`src/rtl/iter_barrel_shifter.sv`:
```
// Iterative ARM-style operand-2 shifter (LSL/LSR/ASR/ROR/RRX), one bit per clock,
// with a start/busy/done handshake toward the control unit.
module iter_barrel_shifter #(
  parameter int DATA_W = 32,
  parameter int CNT_W  = 6
) (
  input  logic              clk,
  input  logic              rst,
  input  logic              start,
  input  logic [DATA_W-1:0] din,
  input  logic [1:0]        sh_type,
  input  logic [7:0]        shamt,
  input  logic              imm_mode,
  input  logic              c_in,
  output logic [DATA_W-1:0] dout,
  output logic              shiftCout,
  output logic              busy,
  output logic              done
);

  // state | meaning
  // IDLE  | waiting for start
  // SHIFT | one bit step per cycle, counter counts down to terminal count 1
  // DONE  | dout/shiftCout valid for one cycle; a new start is accepted here
  typedef enum logic [1:0] {IDLE, SHIFT, DONE} state_t;
  typedef enum logic [2:0] {OP_LSL, OP_LSR, OP_ASR, OP_ROR, OP_RRX} op_t;

  state_t            state_q, state_d;
  op_t               op_q, op_d, op_sel;
  logic [DATA_W-1:0] data_q, data_d;
  logic              c_q, c_d;
  logic [CNT_W-1:0]  cnt_q, cnt_d, n_steps;
  logic              accept;

  assign accept = start && (state_q != SHIFT);

  // Step count and operation from the live inputs; only used on the accept edge.
  always_comb begin
    n_steps = '0;
    op_sel  = OP_LSL;
    if (shamt == 8'd0) begin
      if (imm_mode) begin
        case (sh_type)
          2'b01:   begin op_sel = OP_LSR; n_steps = CNT_W'(32); end
          2'b10:   begin op_sel = OP_ASR; n_steps = CNT_W'(32); end
          2'b11:   begin op_sel = OP_RRX; n_steps = CNT_W'(1);  end
          default: begin op_sel = OP_LSL; n_steps = '0;         end
        endcase
      end
    end else begin
      case (sh_type)
        2'b00: begin
          op_sel  = OP_LSL;
          n_steps = (shamt > 8'd33) ? CNT_W'(33) : CNT_W'(shamt[5:0]);
        end
        2'b01: begin
          op_sel  = OP_LSR;
          n_steps = (shamt > 8'd33) ? CNT_W'(33) : CNT_W'(shamt[5:0]);
        end
        2'b10: begin
          op_sel  = OP_ASR;
          n_steps = (shamt > 8'd32) ? CNT_W'(32) : CNT_W'(shamt[5:0]);
        end
        default: begin
          op_sel  = OP_ROR;
          n_steps = (shamt[4:0] == 5'd0) ? CNT_W'(32) : CNT_W'(shamt[4:0]);
        end
      endcase
    end
  end

  always_comb begin
    state_d = state_q;
    op_d    = op_q;
    data_d  = data_q;
    c_d     = c_q;
    cnt_d   = cnt_q;
    case (state_q)
      SHIFT: begin
        case (op_q)
          OP_LSL: begin
            c_d    = data_q[DATA_W-1];
            data_d = {data_q[DATA_W-2:0], 1'b0};
          end
          OP_LSR: begin
            c_d    = data_q[0];
            data_d = {1'b0, data_q[DATA_W-1:1]};
          end
          OP_ASR: begin
            c_d    = data_q[0];
            data_d = {data_q[DATA_W-1], data_q[DATA_W-1:1]};
          end
          OP_ROR: begin
            c_d    = data_q[0];
            data_d = {data_q[0], data_q[DATA_W-1:1]};
          end
          default: begin
            // RRX: c_q still holds the latched CPSR C at this point
            c_d    = data_q[0];
            data_d = {c_q, data_q[DATA_W-1:1]};
          end
        endcase
        cnt_d = cnt_q - CNT_W'(1);
        if (cnt_q == CNT_W'(1)) state_d = DONE;
      end
      default: begin
        if (accept) begin
          op_d    = op_sel;
          data_d  = din;
          c_d     = c_in;
          cnt_d   = n_steps;
          state_d = (n_steps == '0) ? DONE : SHIFT;
        end else begin
          state_d = IDLE;
        end
      end
    endcase
  end

  always_ff @(posedge clk) begin
    if (rst) begin
      state_q <= IDLE;
      op_q    <= OP_LSL;
      data_q  <= '0;
      c_q     <= 1'b0;
      cnt_q   <= '0;
    end else begin
      state_q <= state_d;
      op_q    <= op_d;
      data_q  <= data_d;
      c_q     <= c_d;
      cnt_q   <= cnt_d;
    end
  end

  assign dout      = data_q;
  assign shiftCout = c_q;
  assign busy      = (state_q == SHIFT);
  assign done      = (state_q == DONE);

endmodule

```
`config.mk`:
```
export PLATFORM = sky130hd
export DESIGN_NAME = iter_barrel_shifter
export DESIGN_NICKNAME = d
export VERILOG_FILES = /design/src/rtl/iter_barrel_shifter.sv
export SDC_FILE = /design/constraint.sdc
export NUM_CORES = 1
export LEC_CHECK = 0
export ABC_CLOCK_PERIOD_IN_PS = 1750
export BUFFER_PORTS_ARGS = -buffer_cell sky130_fd_sc_hd__buf_2
export CORE_ASPECT_RATIO = 1.25
export CORE_MARGIN = 3
export CORE_UTILIZATION = 51
export DETAILED_ROUTE_END_ITERATION = 12
export PLACE_DENSITY = 0.91
export SLEW_MARGIN = 0
export SYNTH_ARGS = -nofsm -noshare
export SYNTH_HDL_FRONTEND = slang
export SYNTH_SLANG_ARGS = --single-unit
```
`constraint.sdc`:
```
create_clock -name clk -period 1.75 [get_ports clk]
set_input_delay 0 -clock clk [delete_from_list [all_inputs] [get_ports clk]]
set_output_delay 0 -clock clk [all_outputs]
set_load 0.01 [all_outputs]
```
==> results of run 1 <==
## how the worst min path moves through the flow
stage / startpoint / to / cells after the start
2_1_floorplan: imm_mode / op_q[2]$_SDFFE_PP0P_ / 2
3_3_place_gp: shamt[4] / cnt_q[4]$_SDFFE_PP0P_ / 3
3_5_place_dp: shamt[1] / cnt_q[1]$_SDFFE_PP0P_ / 3
4_1_cts: imm_mode / op_q[2]$_SDFFE_PP0P_ / 3
5_1_grt: imm_mode / op_q[2]$_SDFFE_PP0P_ / 3
6_report: imm_mode / op_q[2]$_SDFFE_PP0P_ / 3
## cell type report
class / instances / share of cell area [%]
Clock buffer: 6 / 2.21
Multi-Input combinational cell: 229 / 50.3
Tap cell: 60 / 2.28
Sequential cell: 44 / 26.8
Inverter: 6 / 0.684
Clock inverter: 2 / 1.06
Timing Repair Buffer: 96 / 16.7
## cell families (layout without fill, tap and decap cells)
logic type	Yosys count	after routing	synth area share, %
AOI/OAI and AO/OA	101	101	27.4
xor gates and xnor gates	2	2	0.660
adders and majority gates	8	8	3.77
and+or+nand+nor	86	86	18.2
DFF	44	44	33.2
muxes	32	32	12.1
buffers and inverters	32	110	4.76
## flip-flops by register name (all words and copies together) (netlist names)
name	count
op_q	3
dout	32
cnt_q	6
state_q	2
shiftCout	1
## timing repair
| action | in CTS | in global routing |
|---|---|---|
| resized for setup | 0 | 0 |
| setup endpoints to repair | 0 | 0 |
| hold buffers | 3 | 0 |
| endpoints found under the hold margin | 3 | 0 |
| buffers inserted | 0 | 0 |
## worst reg2reg max path: cells and delay by family (launching register included)
family / cells / cell delay (ns)
flip-flops: 1 / 0.32
AO/OA/AOI/OAI: 3 / 0.45
AND/OR/NAND/NOR: 2 / 0.52
buffers and inverters: 1 / 0.14
## cells in the final DEF (no fill, tap or decap), types with 2 or more instances in the layout
cell type / n
buf_2: 81
a211oi_1: 66
dfxtp_1: 44
nor2b_1: 33
mux2i_1: 32
nor2_1: 14
nand2_1: 12
buf_4: 10
nor3_1: 9
a21oi_1: 9
ha_1: 8
inv_1: 5
nand2b_1: 5
o21ai_0: 5
clkbuf_8: 5
o22ai_1: 4
a31oi_1: 3
dlygate4sd3_1: 3
o211ai_1: 2
nand4_1: 2
nor3b_1: 2
o21a_1: 2
buf_12: 2
## layer usage
metal  track usage, %  routed length [microns]
met1             27.6                     2780
met2             39.4                     3460
met3             3.36                      385
met4             10.1                      153
met5                0                        0
## metrics by stage
| step | instances | total power [mW] | worst slack [ns] |
|---|---|---|---|
| final | 443 | 2.89 | 0.266 |
| after global placement | 432 | 2.10 | 0.135 |
| after detailed placement | 432 | 2.13 | 0.0704 |
| after CTS | 443 | 2.90 | 0.284 |
| after global routing | 443 | 3.05 | 0.0791 |
| after floorplan | 305 | 1.83 | 0.212 |
## power by group through the flow
stage / Sequential, mW / Clock [mW] / Combinational, mW
6_report: 1.24 / 0.770 / 0.885
5_1_grt: 1.25 / 0.819 / 0.977
4_1_cts: 1.23 / 0.776 / 0.888
3_5_place_dp: 1.26 / 0 / 0.877
3_3_place_gp: 1.25 / 0 / 0.846
2_1_floorplan: 1.27 / 0 / 0.557
==> impl_metrics.env, run 1 <==
export IMPL_fmax_ghz=0.674
export IMPL_postLayoutCoreUtil_pct=67.6
export IMPL_num_rows=28
export IMPL_htree_num_levels=2
export IMPL_switchingPower_mw=0.930
export IMPL_p_leak_nw=1.47
export IMPL_rsz0062_at_grt="no"
export IMPL_avgSynthCellArea_sq_um=8.71
export IMPL_wl_per_cell_microns=15.3
export IMPL_ant_nets=0
export IMPL_fin_area_sq_um=3290
export IMPL_path_class="register to register"
export IMPL_drtPass1Iterations=4
export IMPL_r2r_start="state_q[1]$_SDFFE_PP0P_"
export IMPL_grt_use_total_pct=22.6
export IMPL_r2r_end="cnt_q[2]$_SDFFE_PP0P_"
export IMPL_antenna_found_initial=0
export IMPL_clock_latency_ns=0.30
export IMPL_tns_ns=0
export IMPL_synthTopCellsByArea="dfxtp_1 33%, a211oi_1 19%, mux2i_1 12%, nor2b_1 7.8%, ha_1 3.8%"
export IMPL_numCtsBuffers=5
export IMPL_vias=2590
export IMPL_synth_seq_cells=44
export IMPL_seq_power_share_pct=42.8
export IMPL_max_vdd_ir_drop_mv=0.414
export IMPL_crit_arrival_ns=1.71
export IMPL_synthCells=305
export IMPL_finalSetupViolCount=0
export IMPL_status="finished clean"
export IMPL_multi_input_area_sq_um=1650
export IMPL_dieHeight_microns=86.7
export IMPL_crit_path_start="state_q[1]$_SDFFE_PP0P_"
export IMPL_slew_headroom_pct=57.6
export IMPL_wirelength_mm=6.77
export IMPL_root_buffer="clkbuf_8"
export IMPL_drive_above_1_share_pct=27.7
export IMPL_power_frac_clock_pct=26.6
export IMPL_start_util_pct=54.5
export IMPL_ys_warnings_count=0
export IMPL_drc=0
export IMPL_final_hold_violation_count=0
export IMPL_dp_hpwl_mm=4.89
export IMPL_io_buffers=81
export IMPL_final_seq_area_sq_um=881
export IMPL_dieArea_sq_um=6110
export IMPL_post_dp_cell_area_sq_um=3150
export IMPL_viasPerCell=5.85
export IMPL_synth_largest_area_cell="dfxtp_1"
export IMPL_finalCritPeriodShare_pct=84.8
export IMPL_grt_overflow_total=0
export IMPL_end_kind="register"
export IMPL_cp_depth=6
export IMPL_synthTopCellsByCount="66 x a211oi_1, 44 x dfxtp_1, 33 x nor2b_1"
export IMPL_clkTransAtPathRegs_ns=0.08
export IMPL_cts_tree="yes"
export IMPL_power_density_nw_per_um2=879
export IMPL_cap_violations=0
export IMPL_n_fill_cell=400
export IMPL_clockBufferDepth=2
export IMPL_crit_family="simple AND/OR/NAND/NOR gates"
export IMPL_synth_cell_type_count=42
export IMPL_p_comb_share_pct=30.6
export IMPL_start_kind="register"
export IMPL_area_growth_pct=23.9
export IMPL_num_antenna_cells=0
export IMPL_synth_yosys_seq_area_share_pct=33.2
export IMPL_cp_required_ns=1.98
export IMPL_final_nets=437
export IMPL_crit_path_cell_trace="nand2b_1 -> inv_2 -> nor2_1 -> o21ai_0 -> o21a_1 -> o22ai_1"
export IMPL_critical_path_endpoint="cnt_q[2]$_SDFFE_PP0P_"
export IMPL_synth_edf_count=0
export IMPL_grt_pass1_wl_mm=11.2
export IMPL_p_int_mw=1.96
export IMPL_hp_class="input port to register"
export IMPL_slew_violations=0
export IMPL_synth_async_reset_ratio_pct=0
export IMPL_boundaryPins=82
export IMPL_cp_max_fo=9
export IMPL_path_buf_inv=1
export IMPL_sw_frac_of_total_pct=32.1
export IMPL_yosysMostFrequentCell="a211oi_1"
export IMPL_synth_fp_nets=360
export IMPL_reg2regPathDepth=6
export IMPL_drt_iter0_drc=173
export IMPL_reg2reg_slack_ns=0.27
export IMPL_min_period_ns=1.48
export IMPL_slowest_stage="dfxtp_1"
export IMPL_die_w_microns=70.5
export IMPL_grt_pass1_vias=2425
export IMPL_fin_worst_skew_ns=0.00967
export IMPL_yosysTopAreaCellShare_pct=33.2
export IMPL_gp_congestion=0.799
export IMPL_clock_sinks=44
export IMPL_core_area_sq_um=4870
export IMPL_worst_hold_slack_ns=0.0319
export IMPL_max_slew_worst_pin_slew_ns=0.636
export IMPL_synth_flop_cell="dfxtp_1"
export IMPL_cpPeakStageDelay_ns=0.32
export IMPL_syn_area_sq_um=2660
export IMPL_grt_start_max_net_pins=37
Note: power is estimated with default switching activity, not from simulation.
==> run 2: changes to the inputs <==
--- a/config.mk
+++ b/config.mk
@@ -5,13 +5,14 @@
 export SDC_FILE = /design/constraint.sdc
 export NUM_CORES = 1
 export LEC_CHECK = 0
-export ABC_CLOCK_PERIOD_IN_PS = 1750
+export ABC_AREA = 1
+export ABC_CLOCK_PERIOD_IN_PS = 1200
 export BUFFER_PORTS_ARGS = -buffer_cell sky130_fd_sc_hd__buf_2
 export CORE_ASPECT_RATIO = 1.25
 export CORE_MARGIN = 3
-export CORE_UTILIZATION = 51
+export CORE_UTILIZATION = 47
 export DETAILED_ROUTE_END_ITERATION = 12
-export PLACE_DENSITY = 0.91
+export PLACE_DENSITY = 0.88
 export SLEW_MARGIN = 0
 export SYNTH_ARGS = -nofsm -noshare
 export SYNTH_HDL_FRONTEND = slang
==> constraint.sdc (replaced) <==
create_clock -name clk -period 1.2 [get_ports clk]
set_input_delay 0 -clock clk [delete_from_list [all_inputs] [get_ports clk]]
set_output_delay 0 -clock clk [all_outputs]
set_load 0.01 [all_outputs]
==> impl_metrics.env, run 2 <==
export IMPL_final_common_cell="buf_2"
export IMPL_status="finished, violations left"
export IMPL_gp_congestion=0.863
export IMPL_synth_flop_cell="dfxtp_1"
export IMPL_max_slew_worst_pin_slew_ns=0.395
export IMPL_synth_largest_area_cell="dfxtp_1"
export IMPL_yosysTopAreaCellShare_pct=32.7
export IMPL_yosysMostFrequentCell="inv_1"
export IMPL_root_buffer="clkbuf_8"
export IMPL_finalSetupViolCount=36
export IMPL_viasPerCell=5.83
export IMPL_area_growth_pct=42.0
export IMPL_clock_latency_ns=0.31
export IMPL_syn_area_sq_um=2690
export IMPL_final_nets=513
export IMPL_wirelength_mm=8.39
export IMPL_path_class="register to register"
export IMPL_avgSynthCellArea_sq_um=7.47
export IMPL_rsz0062_at_grt="yes"
export IMPL_dieArea_sq_um=6670
export IMPL_min_period_ns=1.34
export IMPL_start_util_pct=49.1
export IMPL_fin_worst_skew_ns=0.0101
export IMPL_grt_start_max_net_pins=31
export IMPL_dp_cells=506
export IMPL_wl_per_cell_microns=16.0
export IMPL_num_rows=30
export IMPL_num_antenna_cells=0
export IMPL_dp_hpwl_mm=5.17
export IMPL_largest_reg_flops=32
export IMPL_power_density_nw_per_um2=1240
export IMPL_synth_fp_nets=415
export IMPL_crit_arrival_ns=1.55
export IMPL_start_kind="register"
export IMPL_synthCells=360
export IMPL_ant_nets=0
export IMPL_grt_pass1_vias=2918
export IMPL_ys_warnings_count=0
export IMPL_antenna_found_initial=0
export IMPL_die_w_microns=73.7
export IMPL_numCtsBuffers=5
export IMPL_hp_class="input port to register"
export IMPL_cap_violations=0
export IMPL_synthTopCellsByCount="54 x inv_1, 47 x o21ai_0, 44 x dfxtp_1"
export IMPL_post_dp_cell_area_sq_um=3290
export IMPL_fmax_ghz=0.745
export IMPL_core_area_sq_um=5480
export IMPL_drt_iter0_drc=281
export IMPL_finalCritPeriodShare_pct=112
export IMPL_final_hold_violation_count=0
export IMPL_grt_use_total_pct=23.6
export IMPL_cts_tree="yes"
export IMPL_synth_cell_type_count=32
export IMPL_slew_headroom_pct=73.6
export IMPL_slew_violations=0
export IMPL_io_buffers=81
export IMPL_htree_num_levels=2
export IMPL_fin_cells=523
export IMPL_synth_async_reset_ratio_pct=0
export IMPL_drive_above_1_share_pct=45.5
export IMPL_violations="negative setup slack"
export IMPL_clock_sinks=44
export IMPL_worst_slack_ns=-0.143
export IMPL_p_leak_nw=1.60
export IMPL_mostFrequentLayoutCells="81 x buf_2, 50 x inv_1, 40 x o21ai_0"
export IMPL_drtPass1Iterations=5
export IMPL_boundaryPins=82
export IMPL_end_kind="register"
export IMPL_clockBufferDepth=2
export IMPL_synth_seq_cells=44
export IMPL_drc=0
export IMPL_cp_required_ns=1.41
export IMPL_grt_overflow_total=0
export IMPL_grt_pass1_wl_mm=12.8
export IMPL_cp_max_fo=30
export IMPL_synth_edf_count=0
export IMPL_max_vdd_ir_drop_mv=0.711
export IMPL_dieHeight_microns=90.6
export IMPL_fin_area_sq_um=3820
export IMPL_synth_yosys_seq_area_share_pct=32.7
export IMPL_clkTransAtPathRegs_ns=0.09
export IMPL_vias=3047
export IMPL_synthTopCellsByArea="dfxtp_1 33%, o21ai_0 8.7%, inv_1 7.5%, a221oi_1 7.5%, a21oi_1 7.3%"
==> run 2: routing by layer <==
layer / vias to the layer above / wire length [microns] / GRT usage, %
met1: 1423 / 3250 / 26.8
met5: - / 0 / 0
met3: 29 / 478 / 3.45
li1: 1463 / - / -
met2: 132 / 4320 / 41.9
met4: 0 / 340 / 10.6
==> run 2: cells by family (layout without fill, tap and decap cells) <==
family | after synthesis | after routing | synth area share [%]
AOI/OAI and AO/OA | 159 | 159 | 37.0
buffers and inverters | 81 | 180 | 12.9
and+or+nand+nor | 68 | 68 | 13.6
DFF | 44 | 44 | 32.7
adders and majority gates | 8 | 8 | 3.72
==> run 2: final timing paths <==
check                             start               endpoint  slack, ns  cells past startpoint
setup / recovery   op_q[0]$_SDFFE_PP0P_  dout[20]$_SDFFE_PP0P_      -0.14                      6
hold reg to reg   dout[27]$_SDFFE_PP0P_  dout[27]$_SDFFE_PP0P_       0.52                      2
hold / removal                   din[1]   dout[1]$_SDFFE_PP0P_      0.009                      3
setup reg to reg   op_q[0]$_SDFFE_PP0P_  dout[20]$_SDFFE_PP0P_      -0.14                      6
==> run 2: per-stage QoR <==
stage / TNS (ns) / hold slack [ns] / util (%) / total power [mW] / worst slack, ns
6_report: -2.42 / 0.00875 / 69.7 / 4.75 / -0.143
3_3_place_gp: -0.0835 / 0.281 / 60.1 / 3.28 / -0.0323
5_1_grt: -4.83 / 0.0174 / 69.7 / 4.98 / -0.227
4_1_cts: -1.62 / 0.0136 / 64.9 / 4.44 / -0.107
3_5_place_dp: -1.68 / 0.284 / 60.1 / 3.32 / -0.144
2_1_floorplan: 0 / 0.158 / - / 2.77 / 0.0269
==> run 2: worst max-delay path: stages (launching register included) <==
cell      delay (ns)
dfxtp_2         0.34
nor2_4          0.13
nand2_4         0.09
buf_12          0.18
a21oi_2         0.13
o21ai_1         0.08
a221oi_1        0.28
==> run 2: power by group <==
group	switching (mW)	internal [mW]
clock network	0.542	0.469
logic	1.12	0.802
registers	0.167	1.65
total	1.83	2.92
==> run 2: area by class of cell <==
cell class,count,area (sq um)
multi-input combinational,235,1750
fill,407,1660
sequential,44,895
timing repair buffer,115,778
inverter,57,226
clock buffer,7,86.3
tap,64,80.1
clock inverter,1,7.51
==> run 2: timing repair <==
item                       4_1_cts  5_1_grt
hold buffers                     4        0
gates cloned                     1        1
buffers inserted                 1        5
hold endpoints to repair         6        0
gates resized for setup         30       61
pin swaps                        3       16
setup endpoints to repair       36       43
==> run 3: changes to the inputs <==
--- a/config.mk
+++ b/config.mk
@@ -5,14 +5,14 @@
 export SDC_FILE = /design/constraint.sdc
 export NUM_CORES = 1
 export LEC_CHECK = 0
-export ABC_AREA = 1
+export ABC_AREA = 0
 export ABC_CLOCK_PERIOD_IN_PS = 1200
 export BUFFER_PORTS_ARGS = -buffer_cell sky130_fd_sc_hd__buf_2
 export CORE_ASPECT_RATIO = 1.25
 export CORE_MARGIN = 3
-export CORE_UTILIZATION = 47
+export CORE_UTILIZATION = 46
 export DETAILED_ROUTE_END_ITERATION = 12
-export PLACE_DENSITY = 0.88
+export PLACE_DENSITY = 0.87
 export SLEW_MARGIN = 0
 export SYNTH_ARGS = -nofsm -noshare
 export SYNTH_HDL_FRONTEND = slang
==> impl_metrics.env, run 3 (synthesis gave the netlist of run 1 again) <==
export IMPL_grt_start_max_net_pins=42
export IMPL_num_rows=30
export IMPL_start_kind="register"
export IMPL_final_common_cell="buf_2"
export IMPL_status="finished, violations left"
export IMPL_area_growth_pct=50.3
export IMPL_num_antenna_cells=0
export IMPL_largest_reg_flops=32
export IMPL_slowest_stage="dfxtp_2"
export IMPL_grt_use_total_pct=22.1
export IMPL_slew_violations=0
export IMPL_start_util_pct=48.1
export IMPL_cts_tree="yes"
export IMPL_clock_sinks=44
export IMPL_violations="negative setup slack"
export IMPL_ant_nets=0
export IMPL_slew_headroom_pct=75.2
export IMPL_post_place_ws_ns=-0.341
export IMPL_die_w_microns=74.0
export IMPL_io_buffers=81
export IMPL_multi_input_area_sq_um=1920
export IMPL_final_hold_violation_count=0
export IMPL_hp_class="input port to register"
export IMPL_dp_cells=459
export IMPL_final_seq_area_sq_um=888
export IMPL_wl_per_cell_microns=17.6
export IMPL_end_kind="register"
export IMPL_min_period_ns=1.32
export IMPL_dp_hpwl_mm=5.08
export IMPL_antenna_found_initial=0
export IMPL_n_fill_cell=392
export IMPL_power_density_nw_per_um2=1220
export IMPL_viasPerCell=5.99
export IMPL_drc=0
export IMPL_cp_max_fo=7
export IMPL_clkTransAtPathRegs_ns=0.08
export IMPL_path_buf_inv=2
export IMPL_clockBufferDepth=2
export IMPL_crit_family="flip-flops"
export IMPL_worst_slack_ns=-0.122
export IMPL_p_leak_nw=1.75
export IMPL_path_class="register to register"
export IMPL_finalCritPeriodShare_pct=110
export IMPL_cap_violations=0
export IMPL_rsz0062_at_grt="yes"
export IMPL_max_vdd_ir_drop_mv=0.711
export IMPL_fin_cells=481
export IMPL_crit_arrival_ns=1.50
export IMPL_grt_pass1_vias=2638
export IMPL_fmax_ghz=0.756
export IMPL_vias=2880
export IMPL_gp_congestion=0.804
export IMPL_cpPeakStageDelay_ns=0.34
export IMPL_wirelength_mm=8.45
export IMPL_grt_overflow_total=0
export IMPL_finalSetupViolCount=37
export IMPL_crit_path_cell_trace="nor3_4 -> buf_6 -> buf_12 -> mux2i_4 -> a211oi_2"
export IMPL_max_slew_worst_pin_slew_ns=0.371
export IMPL_dieHeight_microns=90.9
export IMPL_drtPass1Iterations=4
export IMPL_mostFrequentLayoutCells="79 x buf_2, 57 x a211oi_1, 38 x dfxtp_1"
export IMPL_grt_pass1_wl_mm=12.0
export IMPL_drive_above_1_share_pct=46.0
export IMPL_fin_worst_skew_ns=0.00783
export IMPL_final_nets=471
export IMPL_core_area_sq_um=5520
export IMPL_cp_required_ns=1.38
export IMPL_boundaryPins=82
export IMPL_clock_latency_ns=0.30
export IMPL_drt_iter0_drc=182
export IMPL_htree_num_levels=2
export IMPL_dieArea_sq_um=6730
export IMPL_numCtsBuffers=5
export IMPL_root_buffer="clkbuf_8"
export IMPL_tns_ns=-1.86
run 3: cell types whose count changed in the layout (fill, tap and decap cells not counted), moves of 18 or more:
cell      previous run  this run
a211oi_1             0        57
inv_1               50         4
a21oi_2             31         2
mux2i_1              0        28
o21ai_0             40         1
o21ai_1             35         4
nor2b_1              0        33
a221oi_2            18         0
run 3: worst paths after layout:
| check | to | startpoint | slack [ns] | cells after the start |
|---|---|---|---|---|
| worst max-delay path | dout[24]$_SDFFE_PP0P_ | op_q[2]$_SDFFE_PP0P_ | -0.12 | 5 |
| worst min register to register | dout[31]$_SDFFE_PP0P_ | dout[31]$_SDFFE_PP0P_ | 0.54 | 2 |
| worst max register to register | dout[24]$_SDFFE_PP0P_ | op_q[2]$_SDFFE_PP0P_ | -0.12 | 5 |
| worst min-delay path | dout[31]$_SDFFE_PP0P_ | din[31] | 0.03 | 3 |
run 3: per-stage QoR:
stage | utilization [%] | instance area [sq um] | hold slack [ns] | power, mW
floorplan | - | 2780 | 0.160 | 2.74
global placement | 61.6 | 3400 | 0.290 | 3.20
detailed placement | 61.6 | 3400 | 0.297 | 3.24
CTS | 67.3 | 3710 | 0.0147 | 4.64
global route | 72.3 | 3990 | 0.0291 | 5.14
finish | 72.3 | 3990 | 0.0335 | 4.88
run 3: worst register-to-register path, cell delays in order (launching register included):
cell and delay (ns):
dfxtp_2 0.34, nor3_4 0.21, buf_6 0.17, buf_12 0.14, mux2i_4 0.24, a211oi_2 0.10
run 3: power by group:
group	total, mW	internal (mW)	switching (mW)
sequential	1.81	1.63	0.181
clock	1.26	0.735	0.520
combinational	1.81	0.939	0.876
total	4.88	3.31	1.58
run 3: layout make-up:
| type | instances | share of cell area [%] |
|---|---|---|
| multi-input combinational | 229 | 48.0 |
| timing repair buffer | 130 | 23.8 |
| sequential | 44 | 22.3 |
| clock buffer | 7 | 2.41 |
| tap | 64 | 2.01 |
| clock inverter | 1 | 0.752 |
| inverter | 6 | 0.752 |
run 3: what timing repair did:
item,CTS,global route
pin swaps,21,21
resized for setup,15,57
endpoints found under the hold margin,2,0
endpoints found under the setup margin,37,42
gates cloned,3,2
buffers inserted,4,5
hold buffers,2,0
run 3: routing by layer:
| layer | track usage [%] | vias to the layer above | wire length [microns] |
|---|---|---|---|
| met3 | 4.65 | 19 | 423 |
| met2 | 38.6 | 96 | 4580 |
| met5 | 0 | - | 0 |
| met4 | 8.01 | 0 | 163 |
| met1 | 25.8 | 1393 | 3280 |
| li1 | - | 1372 | - |
